File: src/rtl/id_stage_pipe.sv
// RV32I(+M) decode stage between IF and EX: combinational decode into a packed
// control word, followed by a 1- or 2-entry in-order output buffer with valid/ready and flush.
module id_stage_pipe #(
    parameter int unsigned XLEN     = 32,
    parameter bit          ENABLE_M = 1'b1,
    parameter bit          OUT_SKID = 1'b1
) (
    input  logic            clk,
    input  logic            rst,
    input  logic            flush,
    input  logic            in_valid,
    output logic            in_ready,
    input  logic [31:0]     in_inst,
    input  logic [XLEN-1:0] in_pc,
    output logic            out_valid,
    input  logic            out_ready,
    output logic [XLEN-1:0] out_pc,
    output logic [4:0]      out_rs1,
    output logic [4:0]      out_rs2,
    output logic [4:0]      out_rd,
    output logic [2:0]      out_funct3,
    output logic [27:0]     out_ctrl
);

    typedef enum logic [1:0] {ST_EMPTY, ST_ONE, ST_TWO} state_t;

    typedef struct packed {
        logic [XLEN-1:0] pc;
        logic [4:0]      rs1;
        logic [4:0]      rs2;
        logic [4:0]      rd;
        logic [2:0]      funct3;
        logic [27:0]     ctrl;
    } entry_t;

    localparam logic [6:0] OPC_LUI    = 7'b0110111;
    localparam logic [6:0] OPC_AUIPC  = 7'b0010111;
    localparam logic [6:0] OPC_JAL    = 7'b1101111;
    localparam logic [6:0] OPC_JALR   = 7'b1100111;
    localparam logic [6:0] OPC_BRANCH = 7'b1100011;
    localparam logic [6:0] OPC_LOAD   = 7'b0000011;
    localparam logic [6:0] OPC_STORE  = 7'b0100011;
    localparam logic [6:0] OPC_OPIMM  = 7'b0010011;
    localparam logic [6:0] OPC_OP     = 7'b0110011;
    localparam logic [6:0] OPC_FENCE  = 7'b0001111;
    localparam logic [6:0] OPC_SYSTEM = 7'b1110011;

    function automatic logic [4:0] base_alu(input logic [2:0] f3);
        case (f3)
            3'b000:  base_alu = 5'd0;
            3'b001:  base_alu = 5'd7;
            3'b010:  base_alu = 5'd5;
            3'b011:  base_alu = 5'd6;
            3'b100:  base_alu = 5'd4;
            3'b101:  base_alu = 5'd8;
            3'b110:  base_alu = 5'd3;
            default: base_alu = 5'd2;
        endcase
    endfunction

    logic [6:0]  opc, f7;
    logic [2:0]  f3;
    logic [4:0]  alu_op;
    logic [2:0]  imm_type, br_op;
    logic [1:0]  wb_sel, mem_size;
    logic        reg_write, mem_read, mem_write, branch, jal, jalr, rs2_imm, pc_add;
    logic        mem_uns, illegal, ecall, ebreak, muldiv;
    logic [27:0] dec_ctrl;

    assign opc = in_inst[6:0];
    assign f3  = in_inst[14:12];
    assign f7  = in_inst[31:25];

    always_comb begin
        alu_op    = '0;
        imm_type  = '0;
        br_op     = '0;
        wb_sel    = '0;
        mem_size  = '0;
        reg_write = 1'b0;
        mem_read  = 1'b0;
        mem_write = 1'b0;
        branch    = 1'b0;
        jal       = 1'b0;
        jalr      = 1'b0;
        rs2_imm   = 1'b0;
        pc_add    = 1'b0;
        mem_uns   = 1'b0;
        illegal   = 1'b0;
        ecall     = 1'b0;
        ebreak    = 1'b0;
        muldiv    = 1'b0;
        if (opc[1:0] != 2'b11) begin
            illegal = 1'b1;
        end else begin
            case (opc)
                OPC_LUI: begin
                    imm_type  = 3'd3;
                    wb_sel    = 2'd3;
                    reg_write = 1'b1;
                end
                OPC_AUIPC: begin
                    imm_type  = 3'd3;
                    pc_add    = 1'b1;
                    rs2_imm   = 1'b1;
                    reg_write = 1'b1;
                end
                OPC_JAL: begin
                    imm_type  = 3'd4;
                    wb_sel    = 2'd2;
                    jal       = 1'b1;
                    reg_write = 1'b1;
                end
                OPC_JALR: begin
                    illegal   = (f3 != 3'b000);
                    wb_sel    = 2'd2;
                    jalr      = 1'b1;
                    rs2_imm   = 1'b1;
                    reg_write = 1'b1;
                end
                OPC_BRANCH: begin
                    illegal  = (f3 == 3'b010) || (f3 == 3'b011);
                    imm_type = 3'd2;
                    alu_op   = 5'd1;
                    br_op    = f3;
                    branch   = 1'b1;
                end
                OPC_LOAD: begin
                    illegal   = (f3 == 3'b011) || (f3 == 3'b110) || (f3 == 3'b111);
                    mem_read  = 1'b1;
                    wb_sel    = 2'd1;
                    rs2_imm   = 1'b1;
                    reg_write = 1'b1;
                    mem_size  = f3[1:0];
                    mem_uns   = f3[2];
                end
                OPC_STORE: begin
                    illegal   = (f3 >= 3'b011);
                    imm_type  = 3'd1;
                    mem_write = 1'b1;
                    rs2_imm   = 1'b1;
                    mem_size  = f3[1:0];
                end
                OPC_OPIMM: begin
                    rs2_imm   = 1'b1;
                    reg_write = 1'b1;
                    alu_op    = base_alu(f3);
                    if (f3 == 3'b001) begin
                        illegal = (f7 != 7'b0000000);
                    end else if (f3 == 3'b101) begin
                        if (f7 == 7'b0100000) alu_op = 5'd9;
                        else if (f7 != 7'b0000000) illegal = 1'b1;
                    end
                end
                OPC_OP: begin
                    reg_write = 1'b1;
                    if (f7 == 7'b0000000) begin
                        alu_op = base_alu(f3);
                    end else if (f7 == 7'b0100000 && f3 == 3'b000) begin
                        alu_op = 5'd1;
                    end else if (f7 == 7'b0100000 && f3 == 3'b101) begin
                        alu_op = 5'd9;
                    end else if (f7 == 7'b0000001 && ENABLE_M) begin
                        alu_op = 5'd10 + {2'b00, f3};
                        muldiv = 1'b1;
                    end else begin
                        illegal = 1'b1;
                    end
                end
                OPC_FENCE: ;
                OPC_SYSTEM: begin
                    if (in_inst == 32'h0000_0073)      ecall   = 1'b1;
                    else if (in_inst == 32'h0010_0073) ebreak  = 1'b1;
                    else                               illegal = 1'b1;
                end
                default: illegal = 1'b1;
            endcase
        end

        dec_ctrl = {muldiv, ebreak, ecall, 1'b0, mem_uns, mem_size, pc_add, rs2_imm,
                    jalr, jal, branch, mem_write, mem_read,
                    reg_write && (in_inst[11:7] != 5'd0),
                    wb_sel, br_op, imm_type, alu_op};
        // An illegal encoding carries only the illegal flag so EX never acts on stray bits
        if (illegal) dec_ctrl = 28'h100_0000;
    end

    state_t state_q, state_d;
    entry_t head_q, head_d, tail_q, tail_d, new_e;
    logic   push, pop;

    assign new_e = '{pc: in_pc, rs1: in_inst[19:15], rs2: in_inst[24:20], rd: in_inst[11:7],
                     funct3: f3, ctrl: dec_ctrl};

    // OUT_SKID=0 never reaches ST_TWO because in_ready then requires a pop whenever ONE
    assign in_ready  = OUT_SKID ? (state_q != ST_TWO) : ((state_q == ST_EMPTY) || out_ready);
    assign out_valid = (state_q != ST_EMPTY);
    assign push      = in_valid && in_ready && !flush;
    assign pop       = out_valid && out_ready;

    always_comb begin
        state_d = state_q;
        head_d  = head_q;
        tail_d  = tail_q;
        if (flush) begin
            state_d = ST_EMPTY;
        end else begin
            case (state_q)
                ST_EMPTY: if (push) begin
                    head_d  = new_e;
                    state_d = ST_ONE;
                end
                ST_ONE: begin
                    if (push && pop) begin
                        head_d = new_e;
                    end else if (push) begin
                        tail_d  = new_e;
                        state_d = ST_TWO;
                    end else if (pop) begin
                        state_d = ST_EMPTY;
                    end
                end
                ST_TWO: if (pop) begin
                    head_d  = tail_q;
                    state_d = ST_ONE;
                end
                default: state_d = ST_EMPTY;
            endcase
        end
    end

    always_ff @(posedge clk) begin
        if (rst) begin
            state_q <= ST_EMPTY;
            head_q  <= '0;
            tail_q  <= '0;
        end else begin
            state_q <= state_d;
            head_q  <= head_d;
            tail_q  <= tail_d;
        end
    end

    assign out_pc     = head_q.pc;
    assign out_rs1    = head_q.rs1;
    assign out_rs2    = head_q.rs2;
    assign out_rd     = head_q.rd;
    assign out_funct3 = head_q.funct3;
    assign out_ctrl   = head_q.ctrl;

endmodule
File: config.mk
export PLATFORM = sky130hd
export DESIGN_NAME = id_stage_pipe
export DESIGN_NICKNAME = d
export VERILOG_FILES = /design/src/rtl/id_stage_pipe.sv
export SDC_FILE = /design/constraint.sdc
export NUM_CORES = 1
export LEC_CHECK = 0
export CAP_MARGIN = 10
export CORE_MARGIN = 5
export CORE_UTILIZATION = 57
export CTS_BUF_LIST = sky130_fd_sc_hd__clkbuf_4
export DETAILED_ROUTE_END_ITERATION = 6
export GPL_ROUTABILITY_DRIVEN = 0
export PLACE_DENSITY = 0.85
export RECOVER_POWER = 50
export SYNTH_ARGS = -nofsm -noshare
export SYNTH_HDL_FRONTEND = slang
export SYNTH_SLANG_ARGS = --single-unit
File: constraint.sdc
create_clock -name clk -period 4.86 [get_ports clk]
set_input_delay 0.972 -clock clk [delete_from_list [all_inputs] [get_ports clk]]
set_output_delay 0.972 -clock clk [all_outputs]
set_load 0.01 [all_outputs]
Word level (Yosys, flattened, before mapping) --
Index checks and enable logic that the tools add are counted.
Word-level totals: flip-flop bits (word level) 158, bits of input ports 69, output and inout port bits 80, word-level logic and storage cells 149
Cells by class: $add $sub $neg 1, order comparisons 1, equality and inequality tests 31, multiplexer cells 72, bitwise gates (word level) 2, reduce and logical (&&, ||, !) cells 29
Operator list (number):
- 78-bit 2-to-1 mux | 3
- 78-bit one-hot mux with 3 select lines | 1
- 1-bit 2-to-1 mux | 42
- 5-bit 2-to-1 mux | 8
- 32-bit by 21-bit == test with 1-bit output (second input constant) | 1
- 32-bit by 7-bit == test with 1-bit output (second input constant) | 1
- 7-bit by 6-bit == test with 1-bit output (second input constant) | 4
- 7-bit == test (second input constant) | 4
- 28-bit 2-to-1 mux | 1
- 4-bit one-hot mux with 7 select lines | 1
- 2-bit 2-to-1 mux | 8
- 5-bit one-hot mux with 3 select lines | 1
- 7-bit by 5-bit == test with 1-bit output (second input constant) | 2
- 3-bit == test (second input constant) | 4
- 2-bit != test (second input constant) | 6
- 2-bit one-hot mux with 3 select lines | 2
- 3-bit one-hot mux with 4 select lines | 1
- 3-bit 2-to-1 mux | 3
- 1-bit one-hot mux with 8 select lines | 1
- 4-bit AND reduction | 2
- 2-bit OR reduction | 4
- 7-bit by 1-bit == test with 1-bit output (second input constant) | 1
- 7-bit by 2-bit == test with 1-bit output (second input constant) | 1
- 7-bit by 4-bit == test with 1-bit output (second input constant) | 1
- other kinds (22) | 33

Logic depth before layout (Yosys ltp) --
depth after elaboration 10, mapped depth 11, gate-level depth less buffers 8

Worst setup path after synthesis --
Ideal clock, no wire load.
path type input port to flip-flop, start point input in_inst[14], end point register head_q (netlist bit out_ctrl[12]), arrival 2.705 ns, required time 4.772 ns, setup slack 2.067 ns, stages 11, path buffers 3, cell sequence buf_2 -> buf_1 -> inv_1 -> ha_1 -> nor2_1 -> a2111oi_0 -> or2_2 -> nor2_4 -> buf_4 -> a211oi_1 -> nor4_2
Between the ends: longest elaborated chain between the ends 10, elaborated cells on any way between the ends 29, classes of those cells order compare (1); eq/ne (8); mux (13); reduce/logical (7)
Ends and longest elaborated chain:
- start, declared | line 13 | input logic [31:0] in_inst,
- 3-bit == test | line 150, 161
- 1-bit logical AND | line 161 | end else if (f7 == 7'b0100000 && f3 == 3'b101) begin
- 1-bit 2-to-1 mux | line 161
- 1-bit 2-to-1 mux | line 159 | end else if (f7 == 7'b0100000 && f3 == 3'b000) begin
- 1-bit 2-to-1 mux | line 157 | if (f7 == 7'b0000000) begin
- 1-bit one-hot mux with 8 select lines * | line 96 | case (opc)
- 1-bit 2-to-1 mux * | line 93 | if (opc[1:0] != 2'b11) begin
- 28-bit 2-to-1 mux * | line 185 | if (illegal) dec_ctrl = 28'h100_0000;
- 78-bit 2-to-1 mux, on equally long branches | line 214, 209
- 78-bit one-hot mux with 3 select lines * | line 208 | case (state_q)
- end signal, assigned | line 235 | head_q <= '0;
- end signal, assigned | line 239 | head_q <= head_d;
- end, declared | line 189 | entry_t head_q, head_d, tail_q, tail_d, new_e;
Mark *: on every way between the ends. The rest lies on a longest branch, timed or not. The select of a mux whose other input is x is not followed. A chain may end at the register's enable or synchronous reset.

Worst setup path after layout --
start point input out_ready, end point register head_q (netlist bit out_ctrl[0])
Between the ends: longest elaborated chain between the ends 4, elaborated cells on any way between the ends 5, classes of those cells eq/ne (2); reduce/logical (3)
Ends and longest elaborated chain:
- start, declared | line 16 | input logic out_ready,
- 1-bit logical AND * | line 199 | assign pop = out_valid && out_ready;
- 1-bit logical AND | line 214 | if (push && pop) begin
- 2-bit != test (no line)
- 5-bit AND reduction (no line) *
Mark *: on every way between the ends. The rest lies on a longest branch, timed or not.

==> impl_metrics.py <==
metrics = {
    "synth": {
        "ys_async_sr_fraction_pct": 0,
        "avgSynthCellArea_sq_um": 7.833,
        "syn_area_sq_um": 7042,
        "synthCells": 899,
        "synth_area_leader_cell": "dfxtp_1",
        "syn_nets": 970,
        "ys.flop_type": "dfxtp_1",
        "ys_ff_latch": 156,
        "netlist_top_cells_area": "dfxtp_1, nand2_1, a311oi_1",
        "synthDistinctLibCells": 68,
        "synth-warning-count": 0,
        "yosysSeqAreaShare_pct": 44.35,
        "yosys.area.top_type_share_pct": 44.35,
        "synth-edff-count": 0,
    },
    "setup_path": {
        "worstSetupStartpoint": "out_ready",
        "crit_arrival_ns": 4.30,
        "start_kind": "primary input",
        "setup.worst_path.class": "in -> reg",
        "required_ns": 5.33,
        "critPathCaptureType": "flop",
        "reg2reg_depth": 7,
        "worstReg2RegStart": "state_q[1]",
        "worstPathMaxFanout": 24,
    },
    "timing": {
        "relSlewSlack_pct": -24.94,
        "min_period_ns": 3.827,
        "rsz0062_at_grt": "no",
        "slew_violations": 70,
        "fin_hold_ws_ns": 0.4594,
        "period_share_pct": 78.75,
        "max_freq_mhz": 261.3,
        "tightest_slew_ns": 1.874,
        "setup_viol": 0,
        "tns_ns": 0,
        "final-hold-violation-count": 0,
        "finClkSkew_ns": 0.01953,
    },
    "pwr": {
        "intPower_uw": 1758,
        "seqPwrFrac_pct": 55.9,
        "pwr-share-comb_pct": 14.7,
        "pwr-share-clk_pct": 29.5,
        "p_sw_share_pct": 27.23,
        "total_leakage_power_uw": 0.003138,
        "power_density_nw_per_um2": 276.6,
        "switching_power_uw": 657.8,
        "ir_drop_v": 0.0001927,
        "p_total_uw": 2416,
    },
    "grt": {
        "grt_max_degree": 85,
        "antenna_found_initial": 0,
        "grt_pass1_vias": 6083,
        "grt_pass1_wl_mm": 30.51,
        "grtUsageTotal_pct": 25.35,
        "grt.overflow.total": 0,
    },
    "clock_network": {
        "ctsLongestPathBuffers": 2,
        "cts.sinks": 156,
        "cts_setup_buffers": 0,
        "clk_latency_ns": 0.54,
        "tritoncts": "done",
        "clkTransAtPathRegs_ns": 0.12,
        "numCtsBuffers": 17,
        "cts-htree-levels": 4,
        "cts-root-buf": "clkbuf_4",
        "hold_buffers": 0,
        "cts_resized": 0,
    },
    "final_layout": {
        "regArea_sq_um": 3123,
        "fill_cells": 980,
        "drive_above_1_share_pct": 7.235,
        "multi_input_area_sq_um": 3546,
        "area_delta_synth_final_pct": 24.04,
        "diodes": 0,
        "nets": 1068,
    },
    "floorplan": {
        "die_h_microns": 121.2,
        "dieArea_sq_um": 14680,
        "die_x_microns": 121.2,
        "rows": 40,
        "ioPinCount": 149,
        "core_area_sq_um": 12060,
        "initial_core_util_pct": 58.38,
    },
    "placed_design": {
        "numPortBuffers": 148,
        "dp_hpwl_mm": 12.30,
    },
    "drt": {
        "via_per_inst": 5.773,
        "drt_drc_violations_left": 0,
        "ant_nets": 0,
        "wl_per_cell_microns": 16.00,
        "drtIter0Drc": 729,
        "vias": 6795,
        "dr.pass1.iters": 7,
        "wl_mm": 18.83,
    },
    "outcome": {
        "status": "finished, violations left",
        "violations": "capacitance limit, slew limit",
    },
    "job": {
        "drv_cap": 2,
    },
    "worst_hold_path": {
        "hold_depth": 2,
        "worstHoldStart": "tail_q[4]",
        "hold_class": "reg -> reg",
    },
}
[placed cells by master, fill, tap and decap left out, types with 3 or more instances in the layout]
master and n:
nand2_1 252, dfxtp_1 156, nor2_1 89, a21oi_1 87, dlygate4sd3_1 79, clkdlybuf4s50_1 68
a311oi_1 61, nand3_1 22, clkbuf_4 20, o21ai_0 14, nor3_1 12, buf_4 12
a211oi_1 9, nand3b_1 7, nand4_1 7, inv_1 6, nand2b_1 6, and3_1 5
and2_1 4, or3_1 4, nor3_2 4, nor2b_1 4, a32oi_1 4, o32ai_1 4
nor3b_1 3, o41ai_1 3, nor4_1 3, nor4_2 3, a221oi_1 3, clkinvlp_4 3
clkinv_2 3
[cells in the mapped netlist, drive strengths merged, types with 3 or more instances]
master	instances
nand2	253
dfxtp	156
nor2	90
a21oi	87
a311oi	61
clkbuf	60
nand3	22
buf	21
nor3	18
o21ai	14
a211oi	12
nand3b	8
inv	7
nand2b	7
nand4	7
nor4	7
and3	5
nor2b	5
a221oi	4
a32oi	4
and2	4
nor3b	4
o32ai	4
or3	4
o41ai	3
[state kept, by name, summed over array words and instances (netlist names)]
name	count
out_ctrl	27
out_pc	32
state_q	2
out_rs1	5
out_rs2	5
out_funct3	3
out_rd	5
tail_q	77
[logic make-up after synthesis]
kind of cell,Yosys count,synth area share [%]
DFF,156,44.35
muxes,1,0.1599
buffers and inverters,88,5.472
xor gates and xnor gates,2,0.2488
AOI/OAI and AO/OA,210,21.27
adders and majority gates,2,0.3553
and+or+nand+nor,440,28.15
[cell type report]
cell class / instances / share of cell area [%]
Multi-Input combinational cell: 655 / 40.60
Sequential cell: 156 / 35.75
Timing Repair Buffer: 160 / 18.11
Tap cell: 168 / 2.407
Clock buffer: 20 / 1.719
Clock inverter: 11 / 1.117
Inverter: 7 / 0.3008
[through the flow]
stage                     utilization [%]  cells  worst slack, ns  area (sq um)
after global routing                72.42   1177           0.8782          8735
after floorplan                         -    899            2.067          7042
final                               72.42   1177            1.033          8735
after detailed placement            70.47   1146            1.044          8499
after CTS                           72.52   1177            1.627          8747
after global placement              70.47   1146            1.104          8499
[power groups by stage]
stage,combinational (uW),clock (uW),sequential (uW)
floorplan,164,0,1390
global placement,364,0,1380
detailed placement,369,0,1380
CTS,370,725,1350
global route,383,782,1360
finish,354,712,1350
[worst max-delay path, stage by stage]
cell	delay, ns
dlygate4sd3_1	0.61
nand2b_1	0.21
nand2_1	0.09
a21oi_1	1.43
buf_4	0.44
nor2_1	0.07
a311o_1	0.31
a31oi_1	0.14
[per-layer routing]
layer | share of wire [%] | up-vias | track usage (%) | routed length [microns]
met3 | 9.1 | 44 | 6.993 | 1716
met5 | 0 | - | 0 | 0
met2 | 45 | 287 | 38.59 | 8507
li1 | - | 3335 | - | -
met1 | 43 | 3129 | 34.83 | 8153
met4 | 2.4 | 0 | 8.403 | 453
[worst paths after layout]
path,endpoint,slack [ns]
worst max-delay path,out_ctrl[0],1.03
worst min-delay path,tail_q[4],0.46
worst max register to register,out_ctrl[0],1.70
worst min register to register,tail_q[4],0.46
Power figures use the tool's default switching activity.
